--- config.mk ---
export PLATFORM = sky130hd
export DESIGN_NAME = tmds_channel_decoder
export DESIGN_NICKNAME = d
export VERILOG_FILES = /design/src/rtl/tmds_channel_decoder.sv
export SDC_FILE = /design/constraint.sdc
export NUM_CORES = 1
export LEC_CHECK = 0
export ABC_CLOCK_PERIOD_IN_PS = 5630
export BUFFER_PORTS_ARGS = -buffer_cell sky130_fd_sc_hd__buf_2
export CAP_MARGIN = 15
export CORE_MARGIN = 5
export CORE_UTILIZATION = 45
export CTS_CLUSTER_SIZE = 24
export DETAILED_ROUTE_END_ITERATION = 8
export PLACE_DENSITY = 0.69
export SLEW_MARGIN = 20
export SYNTH_ARGS = -nofsm -noshare
export SYNTH_HDL_FRONTEND = slang
export SYNTH_SLANG_ARGS = --single-unit
--- constraint.sdc ---
create_clock -name clk -period 5.63 [get_ports clk]
set_input_delay 0.563 -clock clk [delete_from_list [all_inputs] [get_ports clk]]
set_output_delay 0.563 -clock clk [all_outputs]
set_load 0.02 [all_outputs]
--- src/rtl/tmds_channel_decoder.sv ---
// -----------------------------------------------------------------------------
// tmds_channel_decoder
//   Decodes one TMDS channel (10b -> 8b data or 2b control) and runs a word
//   alignment FSM that requests bit slips from the deserializer until control
//   tokens show up, then watches for loss of alignment.
//
// Ports
//   clk        in   TMDS pixel clock
//   rst_n      in   synchronous active-low reset
//   din[9:0]   in   parallel word, din[0] first on the wire
//   din_valid  in   din carries a new word this cycle
//   data[7:0]  out  decoded pixel byte (held on control tokens / idle cycles)
//   ctrl[1:0]  out  decoded {C1,C0} (held on data words / idle cycles)
//   de         out  1 = data valid video, 0 = ctrl valid
//   valid      out  din_valid delayed by one cycle
//   bitslip    out  one-cycle request to shift word alignment by one bit
//   aligned    out  word alignment locked
// -----------------------------------------------------------------------------
module tmds_channel_decoder #(
  parameter int LOCK_TOKENS   = 16,
  parameter int SEARCH_WORDS  = 1024,
  parameter int SLIP_WAIT     = 8,
  parameter int TIMEOUT_WORDS = 4096
) (
  input  logic       clk,
  input  logic       rst_n,
  input  logic [9:0] din,
  input  logic       din_valid,
  output logic [7:0] data,
  output logic [1:0] ctrl,
  output logic       de,
  output logic       valid,
  output logic       bitslip,
  output logic       aligned
);

  // One word counter is shared by SEARCH, SLIP and LOCKED (only one of them
  // is ever live), so it is sized for the largest of the three limits.
  localparam int WMAX01 = (SEARCH_WORDS > SLIP_WAIT) ? SEARCH_WORDS : SLIP_WAIT;
  localparam int WMAX   = (WMAX01 > TIMEOUT_WORDS) ? WMAX01 : TIMEOUT_WORDS;
  localparam int TW     = $clog2(WMAX + 1);
  localparam int KW     = $clog2(LOCK_TOKENS + 1);

  localparam logic [TW-1:0] SEARCH_LIM  = TW'(SEARCH_WORDS);
  localparam logic [TW-1:0] SLIP_LIM    = TW'(SLIP_WAIT);
  localparam logic [TW-1:0] TIMEOUT_LIM = TW'(TIMEOUT_WORDS);
  localparam logic [KW-1:0] LOCK_LIM    = KW'(LOCK_TOKENS);

  typedef enum logic [1:0] {
    ST_SEARCH  = 2'd0,
    ST_SLIP    = 2'd1,
    ST_LOCKING = 2'd2,
    ST_LOCKED  = 2'd3
  } state_e;

  state_e        state_q, state_d;
  logic [TW-1:0] word_cnt_q, word_cnt_d;
  logic [KW-1:0] tok_cnt_q, tok_cnt_d;

  logic [7:0] data_q, data_d;
  logic [1:0] ctrl_q, ctrl_d;
  logic       de_q, de_d;
  logic       valid_q, valid_d;
  logic       bitslip_q, bitslip_d;
  logic       aligned_q, aligned_d;

  // ---------------------------------------------------------------------------
  // Word decode: token lookup and TMDS data recovery
  // ---------------------------------------------------------------------------
  logic       is_tok;
  logic [1:0] tok_ctrl;
  logic [7:0] q;
  logic [7:0] dec;

  always_comb begin
    is_tok   = 1'b1;
    tok_ctrl = 2'b00;
    case (din)
      10'b1101010100: tok_ctrl = 2'b00;
      10'b0010101011: tok_ctrl = 2'b01;
      10'b0101010100: tok_ctrl = 2'b10;
      10'b1010101011: tok_ctrl = 2'b11;
      default:        is_tok   = 1'b0;
    endcase

    // din[9] marks an inverted payload; din[8] selects XOR vs XNOR chaining.
    q      = din[9] ? ~din[7:0] : din[7:0];
    dec    = '0;
    dec[0] = q[0];
    for (int i = 1; i < 8; i++) begin
      dec[i] = din[8] ? (q[i] ^ q[i-1]) : ~(q[i] ^ q[i-1]);
    end
  end

  // ---------------------------------------------------------------------------
  // Alignment FSM next-state and output computation
  // ---------------------------------------------------------------------------
  logic [TW-1:0] word_inc;
  logic [KW-1:0] tok_inc;

  assign word_inc = word_cnt_q + TW'(1);
  assign tok_inc  = tok_cnt_q + KW'(1);

  always_comb begin
    state_d    = state_q;
    word_cnt_d = word_cnt_q;
    tok_cnt_d  = tok_cnt_q;

    if (din_valid) begin
      case (state_q)
        ST_SEARCH: begin
          if (is_tok) begin
            state_d    = (LOCK_TOKENS <= 1) ? ST_LOCKED : ST_LOCKING;
            tok_cnt_d  = KW'(1);
            word_cnt_d = '0;
          end else if (word_inc >= SEARCH_LIM) begin
            state_d    = ST_SLIP;
            word_cnt_d = '0;
          end else begin
            word_cnt_d = word_inc;
          end
        end
        ST_SLIP: begin
          // Words arriving while the deserializer realigns are not trusted.
          if (word_inc >= SLIP_LIM) begin
            state_d    = ST_SEARCH;
            word_cnt_d = '0;
            tok_cnt_d  = '0;
          end else begin
            word_cnt_d = word_inc;
          end
        end
        ST_LOCKING: begin
          if (!is_tok) begin
            state_d    = ST_SEARCH;
            tok_cnt_d  = '0;
            word_cnt_d = '0;
          end else if (tok_inc >= LOCK_LIM) begin
            state_d    = ST_LOCKED;
            tok_cnt_d  = '0;
            word_cnt_d = '0;
          end else begin
            tok_cnt_d  = tok_inc;
          end
        end
        ST_LOCKED: begin
          if (is_tok) begin
            word_cnt_d = '0;
          end else if (word_inc >= TIMEOUT_LIM) begin
            state_d    = ST_SEARCH;
            word_cnt_d = '0;
          end else begin
            word_cnt_d = word_inc;
          end
        end
        default: begin
          state_d    = ST_SEARCH;
          word_cnt_d = '0;
          tok_cnt_d  = '0;
        end
      endcase
    end

    valid_d = din_valid;
    data_d  = data_q;
    ctrl_d  = ctrl_q;
    de_d    = de_q;
    if (din_valid) begin
      if (is_tok) begin
        ctrl_d = tok_ctrl;
        de_d   = 1'b0;
      end else begin
        data_d = dec;
        de_d   = 1'b1;
      end
    end

    // Only the SEARCH->SLIP transition pulses; SLIP always consumes at least
    // one valid word before SEARCH can fire again, so pulses never abut.
    bitslip_d = (state_q == ST_SEARCH) && (state_d == ST_SLIP);
    aligned_d = (state_d == ST_LOCKED);
  end

  // ---------------------------------------------------------------------------
  // Registers
  // ---------------------------------------------------------------------------
  always_ff @(posedge clk) begin
    if (!rst_n) begin
      state_q    <= ST_SEARCH;
      word_cnt_q <= '0;
      tok_cnt_q  <= '0;
      data_q     <= '0;
      ctrl_q     <= '0;
      de_q       <= 1'b0;
      valid_q    <= 1'b0;
      bitslip_q  <= 1'b0;
      aligned_q  <= 1'b0;
    end else begin
      state_q    <= state_d;
      word_cnt_q <= word_cnt_d;
      tok_cnt_q  <= tok_cnt_d;
      data_q     <= data_d;
      ctrl_q     <= ctrl_d;
      de_q       <= de_d;
      valid_q    <= valid_d;
      bitslip_q  <= bitslip_d;
      aligned_q  <= aligned_d;
    end
  end

  assign data    = data_q;
  assign ctrl    = ctrl_q;
  assign de      = de_q;
  assign valid   = valid_q;
  assign bitslip = bitslip_q;
  assign aligned = aligned_q;

endmodule

Word level (Yosys, flattened, before mapping)
Cells that the tools add are included.
{"block": "classes", "addsub": 2, "order_cmp": 4, "eq_ne": 12, "muxes": 33, "bitwise": 16, "reduce_logical": 8}
{"op": "2-to-1 mux 13 bit", "n": 7}
{"op": "case mux 13 bit (4 select lines)", "n": 1}
{"op": "== test 10 bit, second input constant", "n": 2}
{"op": "2-to-1 mux 5 bit", "n": 4}
{"op": "2-to-1 mux 2 bit", "n": 8}
{"op": "case mux 5 bit (3 select lines)", "n": 1}
{"op": "adder 13 x 1 -> 13 bit, second input constant", "n": 1}
{"op": "greater-or-equal comparator 13 x 11 -> 1 bit, second input constant", "n": 1}
{"op": "greater-or-equal comparator 13 bit, second input constant", "n": 1}
{"op": "greater-or-equal comparator 13 x 4 -> 1 bit, second input constant", "n": 1}
{"op": "== test 10 x 8 -> 1 bit, second input constant", "n": 1}
{"op": "== test 10 x 9 -> 1 bit, second input constant", "n": 1}
{"op": "2-to-1 mux 1 bit", "n": 9}
{"op": "2-to-1 mux 8 bit", "n": 1}
{"op": "NOT 1 bit", "n": 8}
{"op": "NOT 8 bit", "n": 1}
{"op": "case mux 2 bit (4 select lines)", "n": 1}
{"op": "XOR 1 bit", "n": 7}
{"op": "== test 2 bit, second input constant", "n": 3}
{"op": "case mux 2 bit (3 select lines)", "n": 1}
{"op": "AND reduction 2 bit", "n": 3}
{"op": "adder 5 x 1 -> 5 bit, second input constant", "n": 1}
{"op": "greater-or-equal comparator 5 bit, second input constant", "n": 1}
{"op": "== test 2 x 1 -> 1 bit, second input constant", "n": 2}
{"op": "other kinds (7)", "n": 8}
{"block": "totals", "reg_bits": 34, "in_bits": 13, "out_inout_bits": 14}

Depth between registers and ports, before layout
Gate-level depths: netlist of run 1.
{"block": "logic_depth", "word_depth": 8, "depth_mapped": 9, "mapped_depth_nobuf": 8}

Least setup slack after synthesis of run 1
OpenSTA, ideal clock, no wires.
{"block": "synth_path", "kind": "input to register", "startpoint": "input port din[8]", "endpoint": "register word_cnt_q[8]", "arrival_ns": 2.236, "t_required_ns": 5.513, "setup_slack_ns": 3.277, "cell_stages": 7, "path_cell_list": "clkbuf_1 -> or4_4 -> nand3_1 -> o41ai_4 -> a21o_1 -> a31o_2 -> a22o_1"}
{"block": "synth_via", "elab_chain_len": 5, "word_cells_on_any_way": 12, "classes_between": "eq/ne (5); mux (5); reduce/logical (2)"}
{"element": "start, declared", "line": "27", "rtl": "input logic [9:0] din,"}
{"element": "== test 10 bit, or another cell as far along", "line": "78", "rtl": "case (din)"}
{"element": "OR reduction 4 bit (no line) *"}
{"element": "2-to-1 mux 1 bit *", "line": "78"}
{"element": "2-to-1 mux 13 bit, or another cell as far along", "line": "147", "rtl": "if (is_tok) begin"}
{"element": "case mux 13 bit (4 select lines) or AND reduction 2 bit (tied branches)"}
{"element": "end signal, assigned", "line": "200", "rtl": "word_cnt_q <= word_cnt_d;"}
{"element": "end, declared", "line": "57", "rtl": "logic [TW-1:0] word_cnt_q, word_cnt_d;"}
Every way passes the cells marked *; elsewhere a longest branch is shown, timed or not.
A chain may end at the register's enable or synchronous reset.

Final worst setup path of run 1
{"block": "layout_path", "startpoint": "register word_cnt_q[0]", "endpoint": "register tok_cnt_q[1]"}
{"block": "layout_via", "elab_chain_len": 4}
{"element": "adder 13 x 1 -> 13 bit", "line": "101", "rtl": "assign word_inc = word_cnt_q + TW'(1);"}
{"element": "greater-or-equal comparator 13 x 4 -> 1 bit", "line": "125", "rtl": "if (word_inc >= SLIP_LIM) begin"}
{"element": "inequality test 2 bit (no line)"}
{"element": "AND reduction 4 bit (no line)"}
{"element": "end signal, assigned", "line": "201", "rtl": "tok_cnt_q <= tok_cnt_d;"}
{"element": "end, declared", "line": "58", "rtl": "logic [KW-1:0] tok_cnt_q, tok_cnt_d;"}
Every way passes these cells.

==> metrics.csv, run 1 <==
stage,metric,value,unit
floorplanning,I/O pins,27,
floorplanning,core footprint,0.00438,mm2
synthesis,Yosys cell types,59,
timing,Final Cycle Share,47.7,%
floorplanning,die height,77.4,um
timing,Fin Setup TNS,0,ns
setup_path,peak fanout along the critical path,8,
status,status,"complete, no violations",
clocking,CTS root buffer,clkbuf_8,
route,iteration-0 DRC count of the detailed router,171,
pwr,leakage,0.939,nW
synthesis,"Avg Cell Area, Syn",8.32,um2
timing,unrepaired setup endpoints after global routing,no,
clocking,CTS H-tree depth,2,
pwr,power per cell area,218,mW/mm2
synthesis,Synth Instances,246,
synthesis,sequential area share after synthesis,33.3,%
hold_path,Hold WC Path Type,reg2reg,
pwr,Tot Pwr,0.498,mW
layout,final net count,288,
clocking,Num CTS Buffers,5,
pwr,maximum vdd drop,112,uV
layout,share of post-route cells with drive strength above 1,19.6,%
floorplanning,Die X,77.4,um
setup_path,Worst R2R Setup Slack,2.94,ns
timing,Worst slew margin,57.4,%
setup_path,WP data required,5.77,ns
synthesis,"FF+latch count, synth",34,
clocking,Sink Count,34,
clocking,Setup Buffers After CTS,0,
layout,fillers,409,
setup_path,FF-to-FF End,tok_cnt_q[1],
layout,Syn-to-layout area delta,11.9,%
route,post-route ant nets,0,
timing,post-layout minimum cycle time,2.69,ns
grt,initial antenna violation count,0,
grt,total track usage,15.2,%
setup_path,CP startpoint kind,flop,
clocking,CTS hold repair buffers,0,
grt,vias in the first global route,1715,
grt,global-route wire length before repair,7730,um
job,Max Cap Viol,0,
route,via/cell ratio,5.78,
synthesis,number of synthesized flops with an enable pin,0,
hold_path,Worst Hold Depth,2,
setup_path,Critical Path AT,2.83,ns
setup_path,r2r worst-path depth,8,
synthesis,Syn Std Cell Area,0.00205,mm2
setup_path,Worst Setup End Kind,flop,
hold_path,Hold Path Sink,de,
timing,final worst clock skew,0.00374,ns
synthesis,Ys Warns,0,
synthesis,syn nets,265,
grt,total global routing overflow,0,
clocking,CTS max path bufs,2,
route,WL per Instance,14.1,um
layout,n_diodes,0,
timing,Tightest Pin Transition,0.637,ns
synthesis,Main synth FF type,dfxtp_1,
clocking,CTS tree,built,
route,number of remaining DRC errors,0,
placement,I/O Buffers,26,
route,Vias,1860,
clocking,"Reg clk slew, reported paths",0.07,ns
floorplanning,die area,0.00600,mm2
timing,Final Hold Fails,0,
route,Routed WL,4550,um
route,drt pass-1 iters,4,
timing,fmax,372,MHz
floorplanning,row cnt,24,
grt,largest net degree at the start of global routing,21,
clocking,later-pin clock latency in the skew report,0.28,ns
placement,post-DP HPWL,3410,um
setup_path,"Worst Path Class, Setup",reg2reg,
floorplanning,effective utilization at floorplan,46.7,%
timing,Slew Limit Fails,0,
clocking,CTS-repair resized insts,0,
hold_path,HP Start,de,
timing,setup violators final,0,
placement,gpl congestion,0.816,
setup_path,RR Startpoint,word_cnt_q[0],
synthesis,"FFs w/ async S/R, synth",0,%
[through the flow]
| step | utilization, % | cells | area (um2) | hold slack, ns | setup WS (ns) |
|---|---|---|---|---|---|
| after CTS | 52.2 | 322 | 2290 | 0.467 | 2.93 |
| final | 52.2 | 322 | 2290 | 0.462 | 2.94 |
| after floorplan | - | 246 | 2050 | 0.449 | 3.28 |
| after global placement | 50.1 | 314 | 2200 | 0.454 | 2.90 |
| after detailed placement | 50.1 | 314 | 2200 | 0.456 | 2.90 |
| after global routing | 52.2 | 322 | 2290 | 0.491 | 2.76 |
[synth_stat cells (2+ instances only)]
library cell | count | area, um2
a21oi_1 | 6 | 30.0
a22o_1 | 7 | 61.3
a22oi_1 | 3 | 22.5
a31o_2 | 5 | 43.8
and3_1 | 8 | 50.1
buf_2 | 4 | 20.0
clkbuf_1 | 4 | 15.0
dfxtp_1 | 34 | 681
ha_1 | 6 | 75.1
inv_1 | 7 | 26.3
nand2_1 | 22 | 82.6
nand2b_1 | 2 | 12.5
nand3_1 | 12 | 60.1
nand4_1 | 4 | 25.0
nor2_1 | 36 | 135
nor2b_1 | 3 | 18.8
nor3_1 | 10 | 50.1
o211ai_1 | 3 | 22.5
o21ai_0 | 6 | 30.0
o21ai_1 | 2 | 10.0
o31ai_1 | 3 | 22.5
or3_1 | 4 | 25.0
or4_4 | 2 | 22.5
xnor2_1 | 14 | 123
xor2_1 | 5 | 43.8
[cells by family (layout without fill, tap and decap cells)]
logic type | after synthesis | after routing | share of synthesized area [%]
fa+ha+maj | 6 | 6 | 3.67
xor+xnor | 20 | 20 | 8.92
compound gates | 54 | 54 | 21.5
simple gates | 115 | 115 | 29.3
buf+inv | 17 | 41 | 3.42
flops | 34 | 34 | 33.3
[how the worst max path moves through the flow]
stage                  startpoint             to  slack [ns]  cells past startpoint
floorplan                  din[8]  word_cnt_q[8]        3.28                      7
global placement           din[4]  word_cnt_q[5]        2.90                      8
detailed placement         din[4]  word_cnt_q[5]        2.90                      8
CTS                 word_cnt_q[0]  word_cnt_q[3]        2.93                      8
global route        word_cnt_q[0]  word_cnt_q[3]        2.76                      8
finish              word_cnt_q[0]   tok_cnt_q[1]        2.94                      8
[where the power goes]
group	total, mW	switching [mW]	internal [mW]
clock	0.184	0.0855	0.0986
sequential	0.252	0.00462	0.248
combinational	0.0616	0.0379	0.0238
[cell usage in the layout, fill, tap and decap left out, types with 3 or more instances in the layout]
cell type / synthesis / final
a22o_1: 7 / 7
a21oi_1: 6 / 6
o21ai_0: 6 / 6
a22oi_1: 3 / 3
xor2_1: 5 / 5
o211ai_1: 3 / 3
ha_1: 6 / 6
nand4_1: 4 / 4
nor2_1: 36 / 36
xnor2_1: 14 / 14
nor2b_1: 3 / 3
o31ai_1: 3 / 3
nor3_1: 10 / 10
nand2_1: 22 / 22
inv_1: 7 / 7
and3_1: 8 / 8
or3_1: 4 / 4
a31o_2: 5 / 5
dfxtp_1: 34 / 34
clkbuf_8: 0 / 6
buf_2: 4 / 26
nand3_1: 12 / 12
[metal layers]
layer | share of wire [%] | GRT usage, %
met3 | 5.2 | 3.47
met2 | 45 | 23.6
met1 | 49 | 20.9
met4 | 0.81 | 5.15
met5 | 0 | 0
[critical path: stages (launching register included)]
cell	delay [ns]
dfxtp_1	0.44
ha_1	0.35
nand4_1	0.22
nor3_2	0.25
a31oi_2	0.19
or4_4	0.60
o21ai_2	0.29
or3_1	0.16
a21oi_1	0.05
[registers in the layout, indices dropped and copies added, names as in the netlist]
| register | flops |
|---|---|
| aligned | 1 |
| bitslip | 1 |
| ctrl | 2 |
| data | 8 |
| de | 1 |
| state_q | 2 |
| tok_cnt_q | 5 |
| valid | 1 |
| word_cnt_q | 13 |
[area by class of cell]
| type | count | area [um2] | area share (%) |
|---|---|---|---|
| Clock inverter | 1 | 5.00 | 0.219 |
| Timing Repair Buffer | 26 | 130 | 5.68 |
| Tap cell | 52 | 65.1 | 2.84 |
| Sequential cell | 34 | 681 | 29.7 |
| Inverter | 7 | 26.3 | 1.15 |
| Clock buffer | 7 | 86.3 | 3.77 |
| Multi-Input combinational cell | 195 | 1300 | 56.6 |
No activity file was read; power rests on OpenSTA's default activity.
==> run 2: changes to the inputs <==
--- a/config.mk
+++ b/config.mk
@@ -5,14 +5,15 @@
 export SDC_FILE = /design/constraint.sdc
 export NUM_CORES = 1
 export LEC_CHECK = 0
-export ABC_CLOCK_PERIOD_IN_PS = 5630
+export ABC_AREA = 1
+export ABC_CLOCK_PERIOD_IN_PS = 2290
 export BUFFER_PORTS_ARGS = -buffer_cell sky130_fd_sc_hd__buf_2
 export CAP_MARGIN = 15
 export CORE_MARGIN = 5
 export CORE_UTILIZATION = 45
 export CTS_CLUSTER_SIZE = 24
 export DETAILED_ROUTE_END_ITERATION = 8
-export PLACE_DENSITY = 0.69
+export PLACE_DENSITY = 0.71
 export SLEW_MARGIN = 20
 export SYNTH_ARGS = -nofsm -noshare
 export SYNTH_HDL_FRONTEND = slang
==> constraint.sdc (replaced) <==
create_clock -name clk -period 2.29 [get_ports clk]
set_input_delay 0.229 -clock clk [delete_from_list [all_inputs] [get_ports clk]]
set_output_delay 0.229 -clock clk [all_outputs]
set_load 0.02 [all_outputs]
==> run 2 against run 1 <==
Compared with the run above:
- first-iteration DRC count is 50% lower
- count of clock-buffer cells in the layout decreased by 1
- synthesized cell count rose by 25%
- sequential power rose to 2.5 times the previous value
- critical path depth up 5
- clock power rose by 140%
- core utilization rose by 0.53 points
- synthesized area fell by 1.2%
- critical endpoint is now word_cnt_q[8]
- fmax grew 32%
- die area decreased by 1.1%
- clock skew barely moved
==> metrics.csv, run 2 <==
stage,metric,value,unit,change
status,status,"complete, no violations",,
hold_path,Hold WC Path Type,in2reg,,
placement,placed cell area,0.00221,mm2,+0.51%
pwr,leakage,1.05,nW,+12%
clocking,"Reg clk slew, reported paths",0.07,ns,about the same
synthesis,"Avg Cell Area, Syn",6.56,um2,-21%
grt,vias in the first global route,1849,,+7.8%
pwr,P_sw,0.368,mW,+190%
clocking,CTS max path bufs,2,,unchanged
route,via/cell ratio,5.08,,-12%
pwr,maximum vdd drop,309,uV,+180%
timing,Final Cycle Share,89.2,%,+41 points
setup_path,r2r worst-path depth,13,,+5
synthesis,most common cell in the synthesized netlist,nand2_1,,
timing,Worst slew margin,71.6,%,+14 points
floorplanning,I/O pins,27,,unchanged
grt,initial antenna violation count,0,,unchanged
clocking,Num CTS Buffers,5,,unchanged
grt,global-route wire length before repair,8080,um,+4.5%
layout,"commonest non-fill, non-tap cell in the layout",nand2_1,,
route,iteration-0 DRC count of the detailed router,86,,-50%
setup_path,FF-to-FF End,word_cnt_q[8],,
setup_path,"Slowest-stage cell, CP",dfxtp_1,,
timing,Tightest Pin Transition,0.415,ns,-0.222 ns
clocking,CTS root buffer,clkbuf_8,,
route,number of remaining DRC errors,0,,unchanged
pwr,clock network power share,33.8,%,-3.2 points
clocking,Sink Count,34,,unchanged
clocking,CTS-repair resized insts,0,,unchanged
timing,Slew Limit Fails,0,,unchanged
floorplanning,die area,0.00593,mm2,-1.1%
placement,post-DP HPWL,3460,um,+1.4%
layout,share of post-route cells with drive strength above 1,16.3,%,-3.3 points
synthesis,Synth area leaders,"dfxtp_1, nand2_1, nand3_1, a21oi_1, inv_1",,
timing,Final Hold Fails,0,,unchanged
grt,met3 Use GR,3.75,%,+0.27 points
pwr,Internal,0.926,mW,+150%
synthesis,top cells by instance count after synthesis,"nand2_1, dfxtp_1, inv_1",,
grt,total track usage,16.5,%,+1.2 points
placement,I/O Buffers,26,,unchanged
setup_path,WP data required,2.50,ns,-3.27 ns
floorplanning,effective utilization at floorplan,46.4,%,-0.25 points
synthesis,Ys Warns,0,,unchanged
synthesis,sequential area share after synthesis,33.7,%,+0.41 points
pwr,combinational power share,17.0,%,+4.6 points
timing,setup violators final,0,,unchanged
floorplanning,die height,77.0,um,-0.54%
route,Vias,1977,,+6.3%
pwr,power per cell area,564,mW/mm2,+160%
synthesis,"FF+latch count, synth",34,,unchanged
setup_path,Worst R2R Setup Slack,0.25,ns,-2.70 ns
floorplanning,Die X,77.0,um,-0.54%
pwr,Sequential Power Share,49.3,%,-1.4 points
clocking,CTS tree,built,,
setup_path,Worst Setup End Kind,flop,,
route,Routed WL,4550,um,+0.13%
route,drt pass-1 iters,4,,unchanged
synthesis,Synth Instances,308,,+25%
floorplanning,row cnt,24,,unchanged
layout,post-route cell area,0.00230,mm2,+0.33%
synthesis,Main synth FF type,dfxtp_1,,
layout,"Core Util, Final",52.8,%,+0.53 points
setup_path,"slowest stage delay, CP",0.41,ns,-0.19 ns
synthesis,syn nets,327,,+23%
grt,largest net degree at the start of global routing,20,,-4.8%
synthesis,Syn Std Cell Area,0.00202,mm2,-1.2%
hold_path,Worst Hold Depth,3,,+1
clocking,Setup Buffers After CTS,0,,unchanged
timing,Fin Setup TNS,0,ns,unchanged
setup_path,capture point of the critical path,word_cnt_q[8],,
timing,unrepaired setup endpoints after global routing,no,,
clocking,CTS H-tree depth,2,,unchanged
route,post-route ant nets,0,,unchanged
synthesis,Yosys cell types,26,,-56%
timing,post-layout minimum cycle time,2.04,ns,-0.645 ns
placement,gpl congestion,0.881,,+7.9%
setup_path,"Worst Path Class, Setup",reg2reg,,
layout,max reg flops,13,,unchanged
floorplanning,core footprint,0.00435,mm2,-0.68%
synthesis,"FFs w/ async S/R, synth",0,%,unchanged
clocking,later-pin clock latency in the skew report,0.28,ns,about the same
grt,Most Crowded Layer GR,met2,,
timing,fmax,490,MHz,+32%
setup_path,peak fanout along the critical path,10,,+2
placement,pre-CTS WS,0.227,ns,-2.68 ns
grt,met2 GRT Util,25.5,%,+1.9 points
setup_path,RR Startpoint,word_cnt_q[0],,
layout,Top reg by flops,word_cnt_q,,
job,Max Cap Viol,0,,unchanged
layout,most frequent cells in the layout,"nand2_1, inv_1, dfxtp_1",,
pwr,Net Sw Frac,28.5,%,+2.8 points
setup_path,CP startpoint kind,flop,,
route,WL per Instance,11.7,um,-17%
setup_path,Critical Path AT,2.25,ns,-0.58 ns
synthesis,post-synth top area share,33.7,%,+0.41 points
setup_path,critical path's most frequent cell,nand2_2,,
synthesis,number of synthesized flops with an enable pin,0,,unchanged
layout,final net count,357,,+24%
grt,total global routing overflow,0,,unchanged
grt,met1 GRT Util,21.8,%,+0.91 points
layout,Syn-to-layout area delta,13.6,%,
synthesis,cell taking the most area after synthesis,dfxtp_1,,
timing,final setup margin,0.248,ns,-2.70 ns
layout,n_diodes,0,,unchanged
setup_path,Crit. Startpoint,word_cnt_q[0],,
clocking,CTS hold repair buffers,0,,unchanged
timing,final worst clock skew,0.00348,ns,-0.000265 ns
setup_path,crit-path cells,"ha_1, nand3_2, inv_1, nand4_1, nand2_1, nand2_1, nor2_4, nand2_2, nand2_2, nand2_2, nand2_4, nand3_1, a21oi_1",,
## run 2: cell count changes after synthesis, moves of 8 or more
cell     delta
nand2_1    +62
inv_1      +27
a21oi_1    +22
nand3_1    +21
xnor2_1    -12
nor2_1      -9
and3_1      -8
nor2_2      +8
## run 2: stage by stage
stage               hold WS, ns  cells  power, mW
floorplan                 0.345    308      0.805
global placement          0.439    383      0.868
detailed placement        0.443    383      0.871
CTS                       0.255    389       1.32
global route              0.266    389       1.39
finish                    0.263    389       1.29
## run 2: final cells by class
type                       instances  area [um2]
sequential                        34         681
inverter                          35         131
multi-input combinational        233        1180
timing repair buffer              29         153
clock buffer                       6        82.6
fill                             443        2060
tap                               52        65.1
## run 2: cells by family after synthesis
family | share of synthesized area (%)
AOI/OAI and AO/OA | 10.3
xor gates and xnor gates | 4.77
and+or+nand+nor | 39.5
DFF | 33.7
buffers and inverters | 7.98
adders and majority gates | 3.71
## run 2: worst min-delay path by stage
stage	slack [ns]	start	to
floorplan	0.34	rst_n	valid
global placement	0.44	tok_cnt_q[4]	tok_cnt_q[4]
detailed placement	0.44	tok_cnt_q[4]	tok_cnt_q[4]
CTS	0.25	rst_n	tok_cnt_q[4]
global route	0.27	din[7]	ctrl[0]
finish	0.26	rst_n	tok_cnt_q[4]
## run 2: metal layers
| layer | wire length [um] | part of all wire [%] |
|---|---|---|
| met3 | 149 | 3.3 |
| met5 | 0 | 0 |
| met2 | 2070 | 45 |
| met4 | 90 | 2.0 |
| met1 | 2250 | 49 |
## run 2: critical path, delay by kind of cell, from the launching register on
| kind | cells | cell delay (ns) |
|---|---|---|
| AO/OA/AOI/OAI | 1 | 0.14 |
| adder cells (fa/ha/maj) | 1 | 0.23 |
| buffers and inverters | 1 | 0.14 |
| flip-flops | 1 | 0.41 |
| AND/OR/NAND/NOR | 10 | 1.06 |
## run 2: power by group through the flow
stage | clock [mW] | sequential (mW) | combinational, mW
2_1_floorplan | 0 | 0.668 | 0.137
3_3_place_gp | 0 | 0.651 | 0.217
3_5_place_dp | 0 | 0.651 | 0.220
4_1_cts | 0.457 | 0.638 | 0.220
5_1_grt | 0.494 | 0.642 | 0.250
6_report | 0.437 | 0.638 | 0.220
